$ cat src/rtl/quad_enc_imit_if.sv
// -----------------------------------------------------------------------------
// quad_enc_imit_if
// Request/observation bundle for one quadrature encoder imitator channel.
//   master (motion core side): drives clr, ena, step, dir; observes outputs
//   slave  (imitator side)   : consumes clr, ena, step, dir; drives
//                              A, B, Z (quadrature + index), pos (signed
//                              emitted position), busy, overflow
// -----------------------------------------------------------------------------
interface quad_enc_imit_if;
    logic               clr;
    logic               ena;
    logic               step;
    logic               dir;
    logic               A;
    logic               B;
    logic               Z;
    logic signed [31:0] pos;
    logic               busy;
    logic               overflow;

    modport master (
        output clr, ena, step, dir,
        input  A, B, Z, pos, busy, overflow
    );

    modport slave (
        input  clr, ena, step, dir,
        output A, B, Z, pos, busy, overflow
    );
endinterface

$ cat src/rtl/quad_enc_imit.sv
// -----------------------------------------------------------------------------
// quad_enc_imit
// Single-channel quadrature encoder imitator. Step/dir count requests are
// accumulated in a signed pending counter and paid out as rate-limited A/B
// quadrature edges (at most one edge every MIN_GAP clocks), together with a
// once-per-revolution Z index and the signed emitted position.
//
// Ports:
//   clk   system clock
//   aclr  asynchronous reset, active-high
//   sclr  synchronous clear (same effect as aclr)
//   bus   quad_enc_imit_if.slave:
//           clr      synchronous channel clear
//           ena      edge emission enable (requests still accumulate when 0)
//           step/dir one-cycle count request, dir=1 -> +1, dir=0 -> -1
//           A/B      registered quadrature phases (A leads B when counting up)
//           Z        registered index, high while revolution index is 0
//           pos      registered signed emitted position (wraps mod 2^32)
//           busy     registered (pending != 0)
//           overflow sticky: a request was dropped at saturation
// -----------------------------------------------------------------------------
module quad_enc_imit #(
    parameter int MIN_GAP = 4,
    parameter int ZPR     = 4000,
    parameter int PEND_W  = 8
) (
    input  logic           clk,
    input  logic           aclr,
    input  logic           sclr,
    quad_enc_imit_if.slave bus
);

    localparam int GAP_W = $clog2(MIN_GAP);
    localparam int REV_W = $clog2(ZPR);
    localparam int EXT_W = PEND_W + 1;

    localparam logic [GAP_W-1:0]  GAP_ZERO   = {GAP_W{1'b0}};
    localparam logic [GAP_W-1:0]  GAP_ONE    = GAP_W'(1);
    localparam logic [GAP_W-1:0]  GAP_RELOAD = GAP_W'(MIN_GAP - 1);
    localparam logic [REV_W-1:0]  REV_ZERO   = {REV_W{1'b0}};
    localparam logic [REV_W-1:0]  REV_ONE    = REV_W'(1);
    localparam logic [REV_W-1:0]  REV_LAST   = REV_W'(ZPR - 1);
    localparam logic [PEND_W-1:0] PEND_ZERO  = {PEND_W{1'b0}};
    localparam logic [EXT_W-1:0]  EXT_ZERO   = {EXT_W{1'b0}};
    localparam logic [EXT_W-1:0]  EXT_PLUS   = EXT_W'(1);
    localparam logic [EXT_W-1:0]  EXT_MINUS  = {EXT_W{1'b1}};
    localparam logic [31:0]       POS_ZERO   = 32'h0000_0000;
    localparam logic [31:0]       POS_ONE    = 32'h0000_0001;

    // Phase encoding equals {A,B} so the outputs come straight off the state.
    typedef enum logic [1:0] {
        PH_00 = 2'b00,
        PH_10 = 2'b10,
        PH_11 = 2'b11,
        PH_01 = 2'b01
    } phase_e;

    phase_e            phase_r;
    phase_e            phase_nxt_s;
    logic [PEND_W-1:0] pend_r;
    logic [PEND_W-1:0] pend_nxt_s;
    logic [GAP_W-1:0]  gap_r;
    logic [GAP_W-1:0]  gap_nxt_s;
    logic [REV_W-1:0]  rev_r;
    logic [REV_W-1:0]  rev_nxt_s;
    logic [31:0]       pos_r;
    logic [31:0]       pos_nxt_s;
    logic              z_r;
    logic              busy_r;
    logic              ovf_r;
    logic              ovf_nxt_s;

    logic              sync_clr_s;
    logic              emit_s;
    logic              emit_up_s;
    logic [EXT_W-1:0]  pend_ext_s;
    logic [EXT_W-1:0]  req_ext_s;
    logic [EXT_W-1:0]  emit_ext_s;
    logic [EXT_W-1:0]  sum_full_s;
    logic [EXT_W-1:0]  sum_keep_s;
    logic              sat_s;

    // Soft clear and per-channel clear have identical effect.
    assign sync_clr_s = sclr | bus.clr;

    // Edge qualification: emit from the registered pending value only, so a
    // request seen this cycle can be paid out at the earliest next cycle.
    always_comb begin
        emit_s    = 1'b0;
        emit_up_s = 1'b0;
        if (bus.ena && (gap_r == GAP_ZERO) && (pend_r != PEND_ZERO)) begin
            emit_s    = 1'b1;
            emit_up_s = ~pend_r[PEND_W-1];
        end else begin
            emit_s    = 1'b0;
            emit_up_s = 1'b0;
        end
    end

    // Pending accumulator: pending + req - emit, computed one bit wider so a
    // saturating result is detected by the two top bits disagreeing. On
    // saturation only the request is dropped; the emission is still paid.
    always_comb begin
        pend_ext_s = {pend_r[PEND_W-1], pend_r};
        req_ext_s  = EXT_ZERO;
        emit_ext_s = EXT_ZERO;
        if (bus.step) begin
            if (bus.dir) begin
                req_ext_s = EXT_PLUS;
            end else begin
                req_ext_s = EXT_MINUS;
            end
        end else begin
            req_ext_s = EXT_ZERO;
        end
        if (emit_s) begin
            if (emit_up_s) begin
                emit_ext_s = EXT_PLUS;
            end else begin
                emit_ext_s = EXT_MINUS;
            end
        end else begin
            emit_ext_s = EXT_ZERO;
        end
        sum_full_s = pend_ext_s + req_ext_s - emit_ext_s;
        sum_keep_s = pend_ext_s - emit_ext_s;
        sat_s      = sum_full_s[PEND_W] ^ sum_full_s[PEND_W-1];
        if (sat_s) begin
            pend_nxt_s = sum_keep_s[PEND_W-1:0];
            ovf_nxt_s  = 1'b1;
        end else begin
            pend_nxt_s = sum_full_s[PEND_W-1:0];
            ovf_nxt_s  = ovf_r;
        end
    end

    // Gap counter: reload on every edge, otherwise count down and park at 0.
    // It keeps running while ena is low so a resumed burst is not delayed.
    always_comb begin
        gap_nxt_s = gap_r;
        if (emit_s) begin
            gap_nxt_s = GAP_RELOAD;
        end else if (gap_r != GAP_ZERO) begin
            gap_nxt_s = gap_r - GAP_ONE;
        end else begin
            gap_nxt_s = GAP_ZERO;
        end
    end

    // Quadrature phase next state: one Gray step per edge, so only one of
    // A/B can toggle in any cycle, even across a direction reversal.
    always_comb begin
        phase_nxt_s = phase_r;
        if (emit_s) begin
            case (phase_r)
                PH_00:   phase_nxt_s = emit_up_s ? PH_10 : PH_01;
                PH_10:   phase_nxt_s = emit_up_s ? PH_11 : PH_00;
                PH_11:   phase_nxt_s = emit_up_s ? PH_01 : PH_10;
                PH_01:   phase_nxt_s = emit_up_s ? PH_00 : PH_11;
                default: phase_nxt_s = PH_00;
            endcase
        end else begin
            phase_nxt_s = phase_r;
        end
    end

    // Position and revolution index; the index wraps modulo ZPR in both
    // directions so Z marks the same mechanical angle either way.
    always_comb begin
        pos_nxt_s = pos_r;
        rev_nxt_s = rev_r;
        if (emit_s) begin
            if (emit_up_s) begin
                pos_nxt_s = pos_r + POS_ONE;
                if (rev_r == REV_LAST) begin
                    rev_nxt_s = REV_ZERO;
                end else begin
                    rev_nxt_s = rev_r + REV_ONE;
                end
            end else begin
                pos_nxt_s = pos_r - POS_ONE;
                if (rev_r == REV_ZERO) begin
                    rev_nxt_s = REV_LAST;
                end else begin
                    rev_nxt_s = rev_r - REV_ONE;
                end
            end
        end else begin
            pos_nxt_s = pos_r;
            rev_nxt_s = rev_r;
        end
    end

    // Phase state register.
    always_ff @(posedge clk or posedge aclr) begin
        if (aclr) begin
            phase_r <= PH_00;
        end else if (sync_clr_s) begin
            phase_r <= PH_00;
        end else begin
            phase_r <= phase_nxt_s;
        end
    end

    // Datapath registers: accumulator, gap, index, position and flags all
    // update on the same edge as the phase so A/B/Z/pos stay coherent.
    always_ff @(posedge clk or posedge aclr) begin
        if (aclr) begin
            pend_r <= PEND_ZERO;
            gap_r  <= GAP_ZERO;
            rev_r  <= REV_ZERO;
            pos_r  <= POS_ZERO;
            z_r    <= 1'b1;
            busy_r <= 1'b0;
            ovf_r  <= 1'b0;
        end else if (sync_clr_s) begin
            pend_r <= PEND_ZERO;
            gap_r  <= GAP_ZERO;
            rev_r  <= REV_ZERO;
            pos_r  <= POS_ZERO;
            z_r    <= 1'b1;
            busy_r <= 1'b0;
            ovf_r  <= 1'b0;
        end else begin
            pend_r <= pend_nxt_s;
            gap_r  <= gap_nxt_s;
            rev_r  <= rev_nxt_s;
            pos_r  <= pos_nxt_s;
            z_r    <= (rev_nxt_s == REV_ZERO);
            busy_r <= (pend_nxt_s != PEND_ZERO);
            ovf_r  <= ovf_nxt_s;
        end
    end

    assign bus.A        = phase_r[1];
    assign bus.B        = phase_r[0];
    assign bus.Z        = z_r;
    assign bus.pos      = pos_r;
    assign bus.busy     = busy_r;
    assign bus.overflow = ovf_r;

endmodule

$ cat src/flat_wrapper.sv
// flat-port wrapper written by rule: the top's interface ports become plain ports
module quad_enc_imit_flat 
#(
    parameter int MIN_GAP = 4,
    parameter int ZPR     = 4000,
    parameter int PEND_W  = 8
)
  (clk, aclr, sclr, bus_clr, bus_ena, bus_step, bus_dir, bus_A, bus_B, bus_Z, bus_pos, bus_busy, bus_overflow);
  quad_enc_imit_if bus_i ();
  input  logic clk;
  input  logic aclr;
  input  logic sclr;
  input wire logic [$bits(bus_i.clr)-1:0] bus_clr;
  input wire logic [$bits(bus_i.ena)-1:0] bus_ena;
  input wire logic [$bits(bus_i.step)-1:0] bus_step;
  input wire logic [$bits(bus_i.dir)-1:0] bus_dir;
  output wire logic [$bits(bus_i.A)-1:0] bus_A;
  output wire logic [$bits(bus_i.B)-1:0] bus_B;
  output wire logic [$bits(bus_i.Z)-1:0] bus_Z;
  output wire logic [$bits(bus_i.pos)-1:0] bus_pos;
  output wire logic [$bits(bus_i.busy)-1:0] bus_busy;
  output wire logic [$bits(bus_i.overflow)-1:0] bus_overflow;
  assign bus_i.clr = bus_clr;
  assign bus_i.ena = bus_ena;
  assign bus_i.step = bus_step;
  assign bus_i.dir = bus_dir;
  assign bus_A = bus_i.A;
  assign bus_B = bus_i.B;
  assign bus_Z = bus_i.Z;
  assign bus_pos = bus_i.pos;
  assign bus_busy = bus_i.busy;
  assign bus_overflow = bus_i.overflow;
  quad_enc_imit #(.MIN_GAP(MIN_GAP), .ZPR(ZPR), .PEND_W(PEND_W)) u_core (.clk(clk), .aclr(aclr), .sclr(sclr), .bus(bus_i));
endmodule
$ cat config.mk
export PLATFORM = sky130hd
export DESIGN_NAME = quad_enc_imit_flat
export DESIGN_NICKNAME = d
export VERILOG_FILES = /design/src/rtl/quad_enc_imit_if.sv /design/src/rtl/quad_enc_imit.sv /design/src/flat_wrapper.sv
export SDC_FILE = /design/constraint.sdc
export NUM_CORES = 1
export LEC_CHECK = 0
export CORE_MARGIN = 5
export CORE_UTILIZATION = 59
export DETAILED_ROUTE_END_ITERATION = 10
export DONT_BUFFER_PORTS = 1
export PLACE_DENSITY = 0.86
export RECOVER_POWER = 50
export SLEW_MARGIN = 20
export SYNTH_ARGS = -nofsm -noshare
export SYNTH_HDL_FRONTEND = slang
export SYNTH_SLANG_ARGS = --single-unit
$ cat constraint.sdc
create_clock -name clk -period 5.85 [get_ports clk]
set_input_delay 0.8775 -clock clk [delete_from_list [all_inputs] [get_ports clk]]
set_output_delay 0.8775 -clock clk [all_outputs]
set_load 0.02 [all_outputs]
# Word-level counts from Yosys, hierarchy flattened
# Cells that the tools add are included.
# Widths: inputs -> output; s select.
# op_classes
add_sub_neg	8
mul	0
div_mod_pow	0
n_lt_le_gt_ge	0
n_eq_ne	4
n_shift	0
muxes	30
n_bitwise	3
reduce_logical	11
# op_table
operator	count
$mux 32	3
$mux 12	5
$mux 9	4
$add 32x1->32 const B	1
$sub 32x1->32 const B	1
$logic_not 12->1	2
$mux 2	9
$mux 8	2
$reduce_bool 8->1	2
$add 12x1->12 const B	1
$eq 12x12->1 const B	1
$sub 12x1->12 const B	1
$add 9x9->9	1
$sub 9x9->9	1
$pmux 2 s4	1
$sub 8x8->8	1
$mux 1	6
$reduce_bool 2->1	3
$eq 2x2->1 const B	2
$logic_not 2->1	2
$eq 2x1->1 const B	1
$logic_and 1x1->1	2
$sub 2x1->2 const B	1
$not 1->1	1
2 further kinds	2
# totals
ff_bits	59
latch_bits	0
mem_bits_rw	0
rom_bits	0
in_bits	7
out_inout_bits	37
elab_cells	64
memories	0

# Longest topological paths before layout
# depth
ltp_word	11
mapped_depth	20
mapped_depth_nobuf	17

# Worst setup path after synthesis
# Ideal clock, no wire load.
# synth_path
path_type	input to register
start	input bus_ena
end	register u_core.busy_r, in the netlist u_core.bus.busy
setup_ns	0.084
t_arrival_ns	5.069
slack_ns	0.697
stages	19
path_cell_list	nor3b_1 o21ai_1 inv_1 clkbuf_1 clkbuf_1 clkbuf_1 ha_1 inv_1 ha_1 fa_1 a21o_1 a21o_1 a21o_1 a21oi_1 a21oi_1 xnor2_2 xor2_4 mux2_4 a41oi_2
# synth_via
elab_chain_cells	10
# synth_lines
item	line	rtl
start, declared	flat_wrapper.sv:14	input wire logic [$bits(bus_i.ena)-1:0] bus_ena;
$logic_and 1x1->1 (*) (2 in a row)	quad_enc_imit.sv:91	if (bus.ena && (gap_r == GAP_ZERO) && (pend_r != PEND_ZERO)) begin
$mux 1	quad_enc_imit.sv:91	
$mux 9	quad_enc_imit.sv:117	if (emit_up_s) begin
$mux 9 (*)	quad_enc_imit.sv:116	if (emit_s) begin
$sub 9x9->9	quad_enc_imit.sv:125	sum_full_s = pend_ext_s + req_ext_s - emit_ext_s;
$xor 1x1->1	quad_enc_imit.sv:127	sat_s = sum_full_s[PEND_W] ^ sum_full_s[PEND_W-1];
$mux 8 (*)	quad_enc_imit.sv:128	if (sat_s) begin
$reduce_bool 8->1 (*)	quad_enc_imit.sv:230	busy_r <= (pend_nxt_s != PEND_ZERO);
$mux 1 (*)	quad_enc_imit.sv:216	end else if (sync_clr_s) begin
end signal, assigned	quad_enc_imit.sv:230	
end, declared	quad_enc_imit.sv:69	logic busy_r;
# Mark *: on every way between the ends. The rest lies on a longest branch, timed or not.
# A chain may end at the register's enable or synchronous reset.

# Final worst setup path
# Same ends and word-level chain as after synthesis.

==> results.md <==
- Number of diodes: 0
- Pint: 1.608 mW
- Vias in the first global route: 4,671
- Nets: 688
- Area growth syn-to-layout: 5.033%
- CP Cell Sequence: nor3b_1, nand2_1, inv_1, fa_1, inv_1, ha_1, a21o_1, a21o_1, a21o_1, a21oi_1, a21oi_1, xnor2_2, xor2_4, mux2i_1, a41oi_2
- Syn avg cell area: 8.326 um2
- DIE HEIGHT: 104.7 um
- Met1 usage: 30.07%
- Slew HR: -118.0%
- IO Pins: 44
- Max Fanout on Critical Path: 10
- Failing checks: capacitance limit, slew limit
- F_max: 199.8 MHz
- Synth area leaders: dfrtp_1, ha_1, a21oi_1, nand2_1, fa_1
- Multi-input logic area: 0.003555 mm2
- Global route overflow: 0
- Die W: 104.7 um
- Largest stage delay, worst path: 590 ps
- Layout cells sized above 1: 6.369%
- Most frequent cell on the critical path: a21o_1
- Grt peak-use layer: met2
- First-pass GRT wire length: 21,690 um
- Peak VDD IR: 0.2982 mV
- Hold Path Class: register to register
- Cell Rows: 34
- DRT iter0 DRCs: 463
- Vias: 4,757
- GR Util met2: 38.98%
- Setup violators final: 0
- DR pass1 iterations: 6
- Arrival @ worst endpoint: 5170 ps
- Final core area utilization: 63.77%
- Drc violations: 0
- Main synth FF type: dfrtp_1
- Detailed placer's ending HPWL: 9099 um
- Post-synth EDFFs: 0
- Fillers: 703
- Largest area contributor in the netlist: dfrtp_1
- Fin Hold WS: 547.3 ps
- Setup TNS: 0 ps
- Worst Setup End Kind: register
- Routed Antenna Nets: 0
- Avg WL per Cell: 17.54 um
- Minimum clock period after layout: 5005 ps
- Final Hold Viols: 0
- Clk_lat worst skew: 350 ps
- Post-Syn Area: 0.005295 mm2
- Clock root buffer: clkbuf_8
- CTS resizes: 0
- CTS tree: done
- Total GRT Usage: 23.41%
- WS Path Type: input pin to register
- Final Slew Violations: 60
- WP data required: 6020 ps
- CTS max path bufs: 2
- CORE AREA: 0.008721 mm2
- Async set or reset register ratio after synthesis: 100.0%
- H-tree level count: 3
- Vias per std cell: 6.463
- Post-synth cell types: 66
- Power Dens Cells: 580.3 mW/mm2
- Status: complete, but fails checks
- Ys Warns: 0
- Initial antenna violation count: 0
- Gpl congestion: 0.8915
- Hold Buf Count CTS: 0
- Largest net degree at the start of global routing: 60
- Clock Sinks: 59
- TritonCTS Buffers: 9
- Synthesized instance count: 636
- Yosys top cell area share: 27.41%
- Starting density of the core: 60.72%
- Setup Skew: 7.127 ps
- FF/Latch Area: 0.001478 mm2
- Clk pin slew, worst setup/hold paths: 70 ps
- Clk pwr share: 11.3%
- Drt total wl: 12,910 um
- Reg power frac: 19.4%
- PortBufs: 0
- Sw Pwr: 1.620 mW
- FF+latch count, synth: 59
- Switching portion of total power: 50.19%
- CP max stage cell: nor3b_1
- Comb pwr share: 69.3%
- Post-CTS setup buffer count: 0
- Dpl cell area: 0.005374 mm2
- Seq/Total Area, Yosys: 27.91%
- Tcrit/Tclk final: 85.56%
- Setup crit start kind: input pin
- Tightest Pin Transition: 3270 ps
- DIE AREA: 0.01097 mm2
- Mapped Nets: 701
- Global Route met3 Usage: 5.857%
- Final Cell Area: 0.005562 mm2
- Max cap viols: 1
- RSZ-0062 raised after global routing: no
- Leak: 2.641 nW
cell usage after synthesis (3+ instances only):
cell      number
clkbuf_1      24
a21o_1        17
buf_1          6
o21a_1         6
o31ai_1        3
ha_1          48
o21ai_0       29
nand2b_1       4
a22oi_1        3
o21bai_1       6
fa_1          10
mux2i_1       10
a31oi_1       11
or3_1          3
and3_1        11
inv_1         43
a21oi_1       57
or2_2          4
nor3_1        13
and2_1         8
nand3_1       23
nand4_1       10
nor2b_1        7
nand2_1       67
nor4_1         5
xnor2_1       21
xor2_1        18
or4_1          3
nand3b_1       3
and4_1         3
a211oi_1       7
dfrtp_1       58
nor2_1        53
area by class of cell:
type	count	share of cell area, %
clock buffer	15	3.352
timing repair buffer	6	0.7424
clock inverter	1	0.08999
inverter	43	2.902
sequential	59	26.57
tap	108	2.430
multi-input combinational	504	63.91
per-stage QoR:
| step | total power [mW] | instances | setup slack, ps |
|---|---|---|---|
| floorplan | 2.401 | 636 | 697.3 |
| global placement | 2.711 | 720 | 857.0 |
| detailed placement | 2.821 | 720 | 515.1 |
| CTS | 3.208 | 736 | 881.0 |
| global route | 3.472 | 736 | 521.5 |
| finish | 3.227 | 736 | 845.0 |
registers in the layout (all words and copies together) (netlist names):
name	cells
u_core.bus.pos	32
u_core.rev_r	12
u_core.bus.busy	1
u_core.bus.Z	1
u_core.bus.overflow	1
u_core.gap_r	2
u_core.phase_r	2
u_core.pend_r	8
worst max-delay path: cells and delay by family:
kind / cells / cell delay, ps
AOI/OAI and AO/OA: 6 / 1130
adders and majority gates: 2 / 790
and+or+nand+nor: 2 / 760
xor gates and xnor gates: 2 / 710
buffers and inverters: 2 / 520
muxes: 1 / 370
power by group through the flow:
stage	Sequential (mW)	Combinational, mW	Clock (mW)
floorplan	0.595	1.81	0
global placement	0.631	2.08	0
detailed placement	0.635	2.19	0
CTS	0.627	2.21	0.370
global route	0.639	2.45	0.387
finish	0.627	2.24	0.363
cell families after synthesis:
family	after synthesis	synth area share, %
AO/OA/AOI/OAI	171	21.79
XOR/XNOR	42	7.585
adder cells (fa/ha/maj)	59	15.31
buffers and inverters	73	5.175
flip-flops	59	27.91
multiplexers	11	2.174
AND/OR/NAND/NOR	221	20.06
metal layers:
metal	up-vias	share of wire, %
li1	2245	-
met1	2297	43
met2	188	49
met3	27	6.6
met4	0	1.6
met5	-	0
final timing paths:
path	from	to	slack, ps	depth (start not counted)
max reg2reg	u_core.gap_r[1]$_DFF_PP0_	u_core.bus.busy$_DFF_PP0_	960	15
min	u_core.gap_r[1]$_DFF_PP0_	u_core.gap_r[1]$_DFF_PP0_	550	2
min in group asynchronous	aclr	u_core.bus.pos[8]$_DFFE_PP0P_	1670	2
max	bus_ena	u_core.bus.busy$_DFF_PP0_	850	15
min reg2reg	u_core.gap_r[1]$_DFF_PP0_	u_core.gap_r[1]$_DFF_PP0_	550	2
max in group asynchronous	aclr	u_core.rev_r[10]$_DFF_PP0_	2320	2
placed cells by master, fill, tap and decap left out, types with 7 or more instances in the layout:
cell type  count
nand2_1       67
dfrtp_1       58
a21oi_1       57
nor2_1        53
ha_1          48
inv_1         43
o21ai_0       29
nand3_1       23
xnor2_1       21
xor2_1        18
a21o_1        17
nor3_1        13
clkbuf_8      13
a31oi_1       11
and3_1        11
nand4_1       10
mux2i_1       10
fa_1          10
and2_1         8
nor2b_1        7
a211oi_1       7
No activity file was read; power rests on OpenSTA's default activity.
